--- src/rtl/intc_pkg.sv ---
// Shared types and constants for the vectored interrupt controller.
package intc_pkg;

    typedef enum logic [1:0] {
        IDLE        = 2'd0,
        REQ         = 2'd1,
        SERVICE     = 2'd2,
        NMI_SERVICE = 2'd3
    } intc_state_t;

    // The NMI is reported as the vector one past the last maskable source.
    function automatic int nmi_vec(input int num_irq);
        return num_irq;
    endfunction

endpackage

--- src/rtl/intc_vectored_if.sv ---
// CPU-facing bus of the interrupt controller: mask register access and the
// req/ack/EOI handshake.
interface intc_vectored_if #(
    parameter int NUM_IRQ = 8,
    parameter int VEC_W   = 5
);
    logic               cpu_busy;
    logic               mask_we;
    logic [NUM_IRQ-1:0] mask_wdata;
    logic [NUM_IRQ-1:0] mask_q;
    logic [NUM_IRQ-1:0] pending_q;
    logic               irq_req;
    logic [VEC_W-1:0]   irq_vector;
    logic               irq_ack;
    logic               irq_eoi;
    logic               in_service;

    modport master (
        output cpu_busy, mask_we, mask_wdata, irq_ack, irq_eoi,
        input  mask_q, pending_q, irq_req, irq_vector, in_service
    );

    modport slave (
        input  cpu_busy, mask_we, mask_wdata, irq_ack, irq_eoi,
        output mask_q, pending_q, irq_req, irq_vector, in_service
    );
endinterface

--- src/rtl/intc_prio_enc.sv ---
// Combinational fixed-priority encoder: lowest set index wins.
module intc_prio_enc #(
    parameter int NUM_IRQ = 8,
    parameter int VEC_W   = 5
) (
    input  logic [NUM_IRQ-1:0] req,
    output logic [VEC_W-1:0]   idx,
    output logic               valid
);

    // Scanning downwards lets the lowest asserted index overwrite the rest.
    always_comb begin
        idx   = '0;
        valid = 1'b0;
        for (int i = NUM_IRQ - 1; i >= 0; i--) begin
            if (req[i]) begin
                idx   = VEC_W'(i);
                valid = 1'b1;
            end
        end
    end

endmodule

--- src/rtl/intc_vectored.sv ---
// Vectored interrupt controller: NUM_IRQ maskable sources plus one NMI,
// fixed priority, req/ack/EOI handshake with one level of NMI nesting.
module intc_vectored
    import intc_pkg::*;
#(
    parameter int                 NUM_IRQ   = 8,
    parameter int                 VEC_W     = 5,
    parameter logic [NUM_IRQ-1:0] EDGE_MODE = {NUM_IRQ{1'b1}}
) (
    input  logic               clock,
    input  logic               reset_n,
    input  logic [NUM_IRQ-1:0] irq_in,
    input  logic               nmi_in,
    intc_vectored_if.slave     bus
);

    localparam logic [VEC_W-1:0] NMI_V = VEC_W'(nmi_vec(NUM_IRQ));

    intc_state_t        state;
    logic [NUM_IRQ-1:0] mask_r;
    logic [NUM_IRQ-1:0] pending_r;
    logic [NUM_IRQ-1:0] prev_r;
    logic               nmi_pending;
    logic               nmi_prev;
    logic               nested;
    logic               req_r;
    logic [VEC_W-1:0]   vector_r;
    logic [VEC_W-1:0]   saved_vec;

    logic               ack_fire;
    logic [NUM_IRQ-1:0] clr;
    logic [NUM_IRQ-1:0] pending_n;
    logic               nmi_pending_n;
    logic [VEC_W-1:0]   cand_idx;
    logic               cand_valid;

    assign ack_fire = (state == REQ) && bus.irq_ack;

    // Edge channels latch rising edges and clear on ack, with a new edge on
    // the ack cycle winning; level channels simply follow the source.
    always_comb begin
        clr       = '0;
        pending_n = '0;
        for (int i = 0; i < NUM_IRQ; i++) begin
            clr[i] = ack_fire && (vector_r == VEC_W'(i));
            if (EDGE_MODE[i])
                pending_n[i] = (irq_in[i] & ~prev_r[i]) | (pending_r[i] & ~clr[i]);
            else
                pending_n[i] = irq_in[i];
        end
        nmi_pending_n = (nmi_in & ~nmi_prev) |
                        (nmi_pending & ~(ack_fire && (vector_r == NMI_V)));
    end

    intc_prio_enc #(
        .NUM_IRQ (NUM_IRQ),
        .VEC_W   (VEC_W)
    ) u_prio_enc (
        .req   (pending_r & mask_r),
        .idx   (cand_idx),
        .valid (cand_valid)
    );

    always_ff @(posedge clock or negedge reset_n) begin
        if (!reset_n) begin
            mask_r      <= '0;
            pending_r   <= '0;
            prev_r      <= '0;
            nmi_pending <= 1'b0;
            nmi_prev    <= 1'b0;
        end else begin
            prev_r      <= irq_in;
            nmi_prev    <= nmi_in;
            pending_r   <= pending_n;
            nmi_pending <= nmi_pending_n;
            if (bus.mask_we)
                mask_r <= bus.mask_wdata;
        end
    end

    // Handshake FSM; ack takes precedence over everything else while in REQ.
    always_ff @(posedge clock or negedge reset_n) begin
        if (!reset_n) begin
            state     <= IDLE;
            req_r     <= 1'b0;
            vector_r  <= '0;
            saved_vec <= '0;
            nested    <= 1'b0;
        end else begin
            case (state)
                IDLE: begin
                    if (!bus.cpu_busy && (nmi_pending || cand_valid)) begin
                        state    <= REQ;
                        req_r    <= 1'b1;
                        vector_r <= nmi_pending ? NMI_V : cand_idx;
                    end
                end
                REQ: begin
                    if (bus.irq_ack) begin
                        req_r <= 1'b0;
                        state <= (vector_r == NMI_V) ? NMI_SERVICE : SERVICE;
                    end else if (nmi_pending) begin
                        vector_r <= NMI_V;
                    end
                end
                SERVICE: begin
                    if (bus.irq_eoi) begin
                        state <= IDLE;
                    end else if (nmi_pending && !bus.cpu_busy) begin
                        nested    <= 1'b1;
                        saved_vec <= vector_r;
                        vector_r  <= NMI_V;
                        req_r     <= 1'b1;
                        state     <= REQ;
                    end
                end
                NMI_SERVICE: begin
                    if (bus.irq_eoi) begin
                        if (nested) begin
                            nested   <= 1'b0;
                            vector_r <= saved_vec;
                            state    <= SERVICE;
                        end else begin
                            state <= IDLE;
                        end
                    end
                end
                default: state <= IDLE;
            endcase
        end
    end

    assign bus.mask_q     = mask_r;
    assign bus.pending_q  = pending_r;
    assign bus.irq_req    = req_r;
    assign bus.irq_vector = vector_r;
    assign bus.in_service = (state == SERVICE) || (state == NMI_SERVICE) ||
                            ((state == REQ) && nested);

endmodule

--- src/flat_wrapper.sv ---
// flat-port wrapper written by rule: the top's interface ports become plain ports
module intc_vectored_flat import intc_pkg::*;
#(
    parameter int                 NUM_IRQ   = 8,
    parameter int                 VEC_W     = 5,
    parameter logic [NUM_IRQ-1:0] EDGE_MODE = {NUM_IRQ{1'b1}}
)
  (clock, reset_n, irq_in, nmi_in, bus_cpu_busy, bus_mask_we, bus_mask_wdata, bus_irq_ack, bus_irq_eoi, bus_mask_q, bus_pending_q, bus_irq_req, bus_irq_vector, bus_in_service);
  intc_vectored_if #(.NUM_IRQ(NUM_IRQ), .VEC_W(VEC_W)) bus_i ();
  input  logic clock;
  input  logic reset_n;
  input  logic [NUM_IRQ-1:0] irq_in;
  input  logic nmi_in;
  input wire logic [$bits(bus_i.cpu_busy)-1:0] bus_cpu_busy;
  input wire logic [$bits(bus_i.mask_we)-1:0] bus_mask_we;
  input wire logic [$bits(bus_i.mask_wdata)-1:0] bus_mask_wdata;
  input wire logic [$bits(bus_i.irq_ack)-1:0] bus_irq_ack;
  input wire logic [$bits(bus_i.irq_eoi)-1:0] bus_irq_eoi;
  output wire logic [$bits(bus_i.mask_q)-1:0] bus_mask_q;
  output wire logic [$bits(bus_i.pending_q)-1:0] bus_pending_q;
  output wire logic [$bits(bus_i.irq_req)-1:0] bus_irq_req;
  output wire logic [$bits(bus_i.irq_vector)-1:0] bus_irq_vector;
  output wire logic [$bits(bus_i.in_service)-1:0] bus_in_service;
  assign bus_i.cpu_busy = bus_cpu_busy;
  assign bus_i.mask_we = bus_mask_we;
  assign bus_i.mask_wdata = bus_mask_wdata;
  assign bus_i.irq_ack = bus_irq_ack;
  assign bus_i.irq_eoi = bus_irq_eoi;
  assign bus_mask_q = bus_i.mask_q;
  assign bus_pending_q = bus_i.pending_q;
  assign bus_irq_req = bus_i.irq_req;
  assign bus_irq_vector = bus_i.irq_vector;
  assign bus_in_service = bus_i.in_service;
  intc_vectored #(.NUM_IRQ(NUM_IRQ), .VEC_W(VEC_W), .EDGE_MODE(EDGE_MODE)) u_core (.clock(clock), .reset_n(reset_n), .irq_in(irq_in), .nmi_in(nmi_in), .bus(bus_i));
endmodule
--- config.mk ---
export PLATFORM = sky130hd
export DESIGN_NAME = intc_vectored_flat
export DESIGN_NICKNAME = d
export VERILOG_FILES = /design/src/rtl/intc_pkg.sv /design/src/rtl/intc_vectored_if.sv /design/src/rtl/intc_prio_enc.sv /design/src/rtl/intc_vectored.sv /design/src/flat_wrapper.sv
export SDC_FILE = /design/constraint.sdc
export NUM_CORES = 1
export LEC_CHECK = 0
export CAP_MARGIN = 20
export CORE_AREA = 2 2 66 68
export CTS_CLUSTER_SIZE = 40
export DETAILED_ROUTE_END_ITERATION = 10
export DIE_AREA = 0 0 68 70
export PLACE_DENSITY = 0.84
export SYNTH_ARGS = -nofsm -noshare
export SYNTH_HDL_FRONTEND = slang
export SYNTH_HIERARCHICAL = 1
export SYNTH_SLANG_ARGS = --single-unit
--- constraint.sdc ---
create_clock -name clock -period 2.05 [get_ports clock]
set_input_delay 0.615 -clock clock [delete_from_list [all_inputs] [get_ports clock]]
set_output_delay 0.615 -clock clock [all_outputs]
set_load 0.005 [all_outputs]
==> results by stage <==
CTS:
- Clock tree synthesis selected as its root buffer the cell sky130_fd_sc_hd__clkbuf_8.
- The clock passes through at most 2 buffers.
- The CTS sink count is 40.
- TritonCTS built the clock tree.
- The clock input transition at the sequential cells of the worst setup and hold paths is 0.08 ns.
- CTS built an H-tree with a depth of 2.
- The clock reaches the later pin of the worst-skew pair after 0.30 ns.
- Counting the buffers created by CTS gives 5.

Route:
- The first detailed-routing pass ran for 4 iterations.
- The detail route stage leaves a number of antenna-violating nets equal to 0.
- The routed via count divided by cell count is 5.23.
- The sum of routed wire length over all layers is 4230 um.
- In this run, the number of DRC markers left after iteration 0 of detailed routing was 82.
- The number of remaining DRC errors is 0.
- The routed via count is 1,474.
- Dividing the detail-routed wire length by the instance count gives 15.0 um.

Global routing:
- The overall global routing resource usage is 20.0%.
- The via count of the first global-routing pass is 1,524.
- The first-pass GRT wire length is 7090 um.
- The number of antenna violations at the first check in global routing came to 0.
- The largest net degree at the start of global routing is 22.
- The residual overflow from global routing is 0.

Power and ir drop:
- The reported leakage power is 1.16 nW.
- The power density of the placed cells is 1030 mW/mm^2.
- VDD sags by at most 0.560 mV.
- The design draws 0.00274 W.

Synth:
- The synthesized-area fraction occupied by xor and xnor cells is 0%.
- The multiplexer area fraction after synthesis is 11.2%.
- The number of distinct library cell variants in the gate-level netlist after synthesis is 39.
- Counting every instance in the synthesized netlist gives 165.
- In the post-synthesis netlist, the biggest area contributors are sky130_fd_sc_hd__dfrtp_1 53%, sky130_fd_sc_hd__mux2_2 11%, sky130_fd_sc_hd__ha_1 4.6%.
- In the synthesized netlist the dominant register cell turns out to be sky130_fd_sc_hd__dfrtp_1.
- Of the total synthesized cell area, the portion taken by full adders, half adders and majority gates is 4.61%.
- The total of warnings raised by yosys is 6.
- The largest total area in the synthesized netlist belongs to sky130_fd_sc_hd__dfrtp_1.
- The post-synthesis area per instance is 11.5 um^2.
- After Yosys synthesis, and, or, nand and nor cells account for 13.7% of the synthesized area.
- In this run, synthesis inferred 0 flip-flops with an integrated enable.
- The dominant combinational cell family by area after synthesis is simple AND/OR/NAND/NOR gates.
- The share of synthesized area occupied by flip-flops and latches is 52.6%.
- The post-synthesis sequential element count is 40.
- By instance count, the leading cell after synthesis is sky130_fd_sc_hd__dfrtp_1.
- After synthesis, the most frequently instantiated cells are 40 x sky130_fd_sc_hd__dfrtp_1, 18 x sky130_fd_sc_hd__mux2_2, 16 x sky130_fd_sc_hd__inv_1.
- The share of synthesized area in the top cell type comes to 52.6%.
- The synthesized-area fraction occupied by ao, oa, aoi and oai cells is 13.1%.
- The proportion of register bits with asynchronous set or reset after synthesis is 100%.
- Summing every instance area after synthesis gives 0.00190 mm^2.

Setup path:
- The start point of the critical path is u_core/bus.pending_q[5].
- The library cell contributing the largest single delay on the critical path is sky130_fd_sc_hd__dfrtp_1.
- The startpoint of the worst-slack reg-to-reg timing path is u_core/bus.pending_q[5].
- The worst setup path is launched from a flip-flop.
- The critical path data required time is 2.23 ns.
- The classification of the worst setup path is flip-flop to flip-flop.
- The peak fanout along the critical path is 5.
- The delay contributed by the slowest stage of the critical path is 0.39 ns.
- On the critical path the largest part of the delay comes from simple AND/OR/NAND/NOR gates.
- The arrival time of data at the critical path endpoint is 2.15 ns.
- The count of buffering cells on the critical path with inverters included is 0.
- The type of destination of the critical path is a flip-flop.
- The critical path goes through and2_1 > nor4_2 > nand2_1 > nor2_1 > o21ai_1 > nand4b_1 > mux2_2.

Placed design:
- The global placer's final weighted congestion is 0.808.
- The post-place instance area is 0.00251 mm^2.
- The total of buffers placed on input and output ports is 45.
- The HPWL after detailed placement is 3210 um.

Floorplan:
- The height of the die is 70 um.
- The initial utilization of the core area, before any placement, comes to 45.9%.
- During I/O placement, the number of pins put on the boundary was 46.
- Measured along the x axis, the die boundary spans 68 um.
- After floorplanning, the core was divided into 24 placement rows.
- The region available for standard cell placement spans 0.00414 mm^2.
- The floorplan step defined a die boundary enclosing 0.00476 mm^2.

Cells and area:
- Compared with the post-synthesis result, the final layout area differs by 39.0%.
- The sequential cells in the finished layout cover a total of 0.00100 mm^2.
- The number of filler instances in the final layout is 341.
- In the final layout, the multi-input gates occupy 852 um^2.
- The number of nets at the end of the flow is 259.
- The final non-filler cell area is 0.00264 mm^2.
- The number of antenna diodes in the final layout is 0.
- Cells with a size suffix above 1 make up 22.6% of the layout.

Timing:
- At the pin with the least slew margin, the transition time is 0.488 ns.
- The number of endpoints failing setup at the final stage is 0.
- The timing-limited maximum frequency is 506 MHz.
- The headroom to the max-slew limit is 67.2%.
- The worst clock skew is 0.00905 ns.
- The hold violation total from the final report is 0.
- Dividing the final minimum period by the clock period gives 96.4%.
- The minimum clock period after layout is 1.98 ns.
- The count of final max-slew check failures is 0.

Worst hold path:
- The class of the tightest hold or removal check is primary input to async pin.

Status:
- The run finished with clean final reports.

Run:
- Max-cap violations in this run came to 0.
stage by stage:
step / setup WS, ns / std cells / hold WS [ns] / utilization, % / TNS, ns
after floorplan: 0.225 / 166 / 0.319 / - / 0
final: 0.0747 / 282 / 0.269 / 63.8 / 0
after CTS: 0.0557 / 282 / 0.290 / 63.4 / 0
after detailed placement: -0.166 / 272 / 0.407 / 60.5 / -1.30
after global placement: -0.112 / 272 / 0.401 / 60.5 / -0.912
after global routing: -0.0000628 / 282 / 0.297 / 63.8 / -0.0000628
area by class of cell:
type | count | share of cell area [%]
Sequential cell | 40 | 38.0
Multi-Input combinational cell | 105 | 32.2
Timing Repair Buffer | 61 | 21.7
Clock buffer | 8 | 3.41
Tap cell | 52 | 2.46
Inverter | 16 | 2.27
repair_timing:
| action | in CTS | in global routing |
|---|---|---|
| buffers inserted | 2 | 0 |
| hold buffers | 0 | 0 |
| resized for setup | 9 | 5 |
| pin swaps | 0 | 1 |
| endpoints found under the setup margin | 1 | 8 |
logic make-up after synthesis:
kind of cell	count (synthesis)
compound gates	34
fa+ha+maj	7
buf+inv	21
flops	40
mux	19
other cells	1
simple gates	43
layout by cell type (no fill, tap or decap), types with 2 or more instances in the layout:
master                            Yosys  routed
sky130_fd_sc_hd__ha_2                 0       2
sky130_fd_sc_hd__o21ai_0              8       7
sky130_fd_sc_hd__inv_1               16      16
sky130_fd_sc_hd__dfrtp_1             40      38
sky130_fd_sc_hd__clkbuf_1             3       2
sky130_fd_sc_hd__clkbuf_8             0       6
sky130_fd_sc_hd__ha_1                 7       4
sky130_fd_sc_hd__a211oi_1             2       2
sky130_fd_sc_hd__nor2_1               5       5
sky130_fd_sc_hd__o22ai_1              2       2
sky130_fd_sc_hd__nand3b_1             2       2
sky130_fd_sc_hd__nand2b_1             3       3
sky130_fd_sc_hd__o21ai_1              1       2
sky130_fd_sc_hd__a21oi_1              3       3
sky130_fd_sc_hd__nand4b_1             2       2
sky130_fd_sc_hd__dfrtp_2              0       2
sky130_fd_sc_hd__clkdlybuf4s50_1      0      43
sky130_fd_sc_hd__conb_1               1       2
sky130_fd_sc_hd__buf_4                2      15
sky130_fd_sc_hd__nand2_1              8       8
sky130_fd_sc_hd__mux2_2              18      18
sky130_fd_sc_hd__a22o_1               8       8
sky130_fd_sc_hd__and2_1               8       7
sky130_fd_sc_hd__buf_2                0       2
sky130_fd_sc_hd__nor2b_1              6       6
sequential cells by signal, summed over array words and instances (netlist names), 2 cells and up:
signal	cells
u_core/bus.mask_q	8
u_core/state	2
u_core/bus.pending_q	8
u_core/saved_vec	5
u_core/prev_r	8
u_core/bus.irq_vector	5
final timing paths:
path                                                 end  slack (ns)  cells past startpoint
worst max-delay path            u_core/bus.irq_vector[1]        0.07                      7
worst min-delay path                u_core/bus.mask_q[3]        0.27                      1
worst max register to register  u_core/bus.irq_vector[1]        0.07                      7
worst min register to register   u_core/bus.pending_q[2]        0.42                      1
max in group asynchronous                u_core/state[0]        1.29                      2
min in group clock               u_core/bus.pending_q[2]        0.42                      1
routing by layer:
layer | up-vias | global-route usage [%] | wire length, um
met1 | 721 | 26.1 | 1840
met4 | 0 | 7.78 | 94
met5 | - | 0 | 0
li1 | 707 | - | -
met2 | 36 | 30.7 | 2130
met3 | 10 | 5.96 | 177
power by group:
part	switching (W)	total (W)	internal, W
logic	0.000503	0.00112	0.000622
registers	0.000141	0.00108	0.000936
clock network	0.000260	0.000534	0.000274
total	0.000904	0.00274	0.00183
Power figures use the tool's default switching activity.
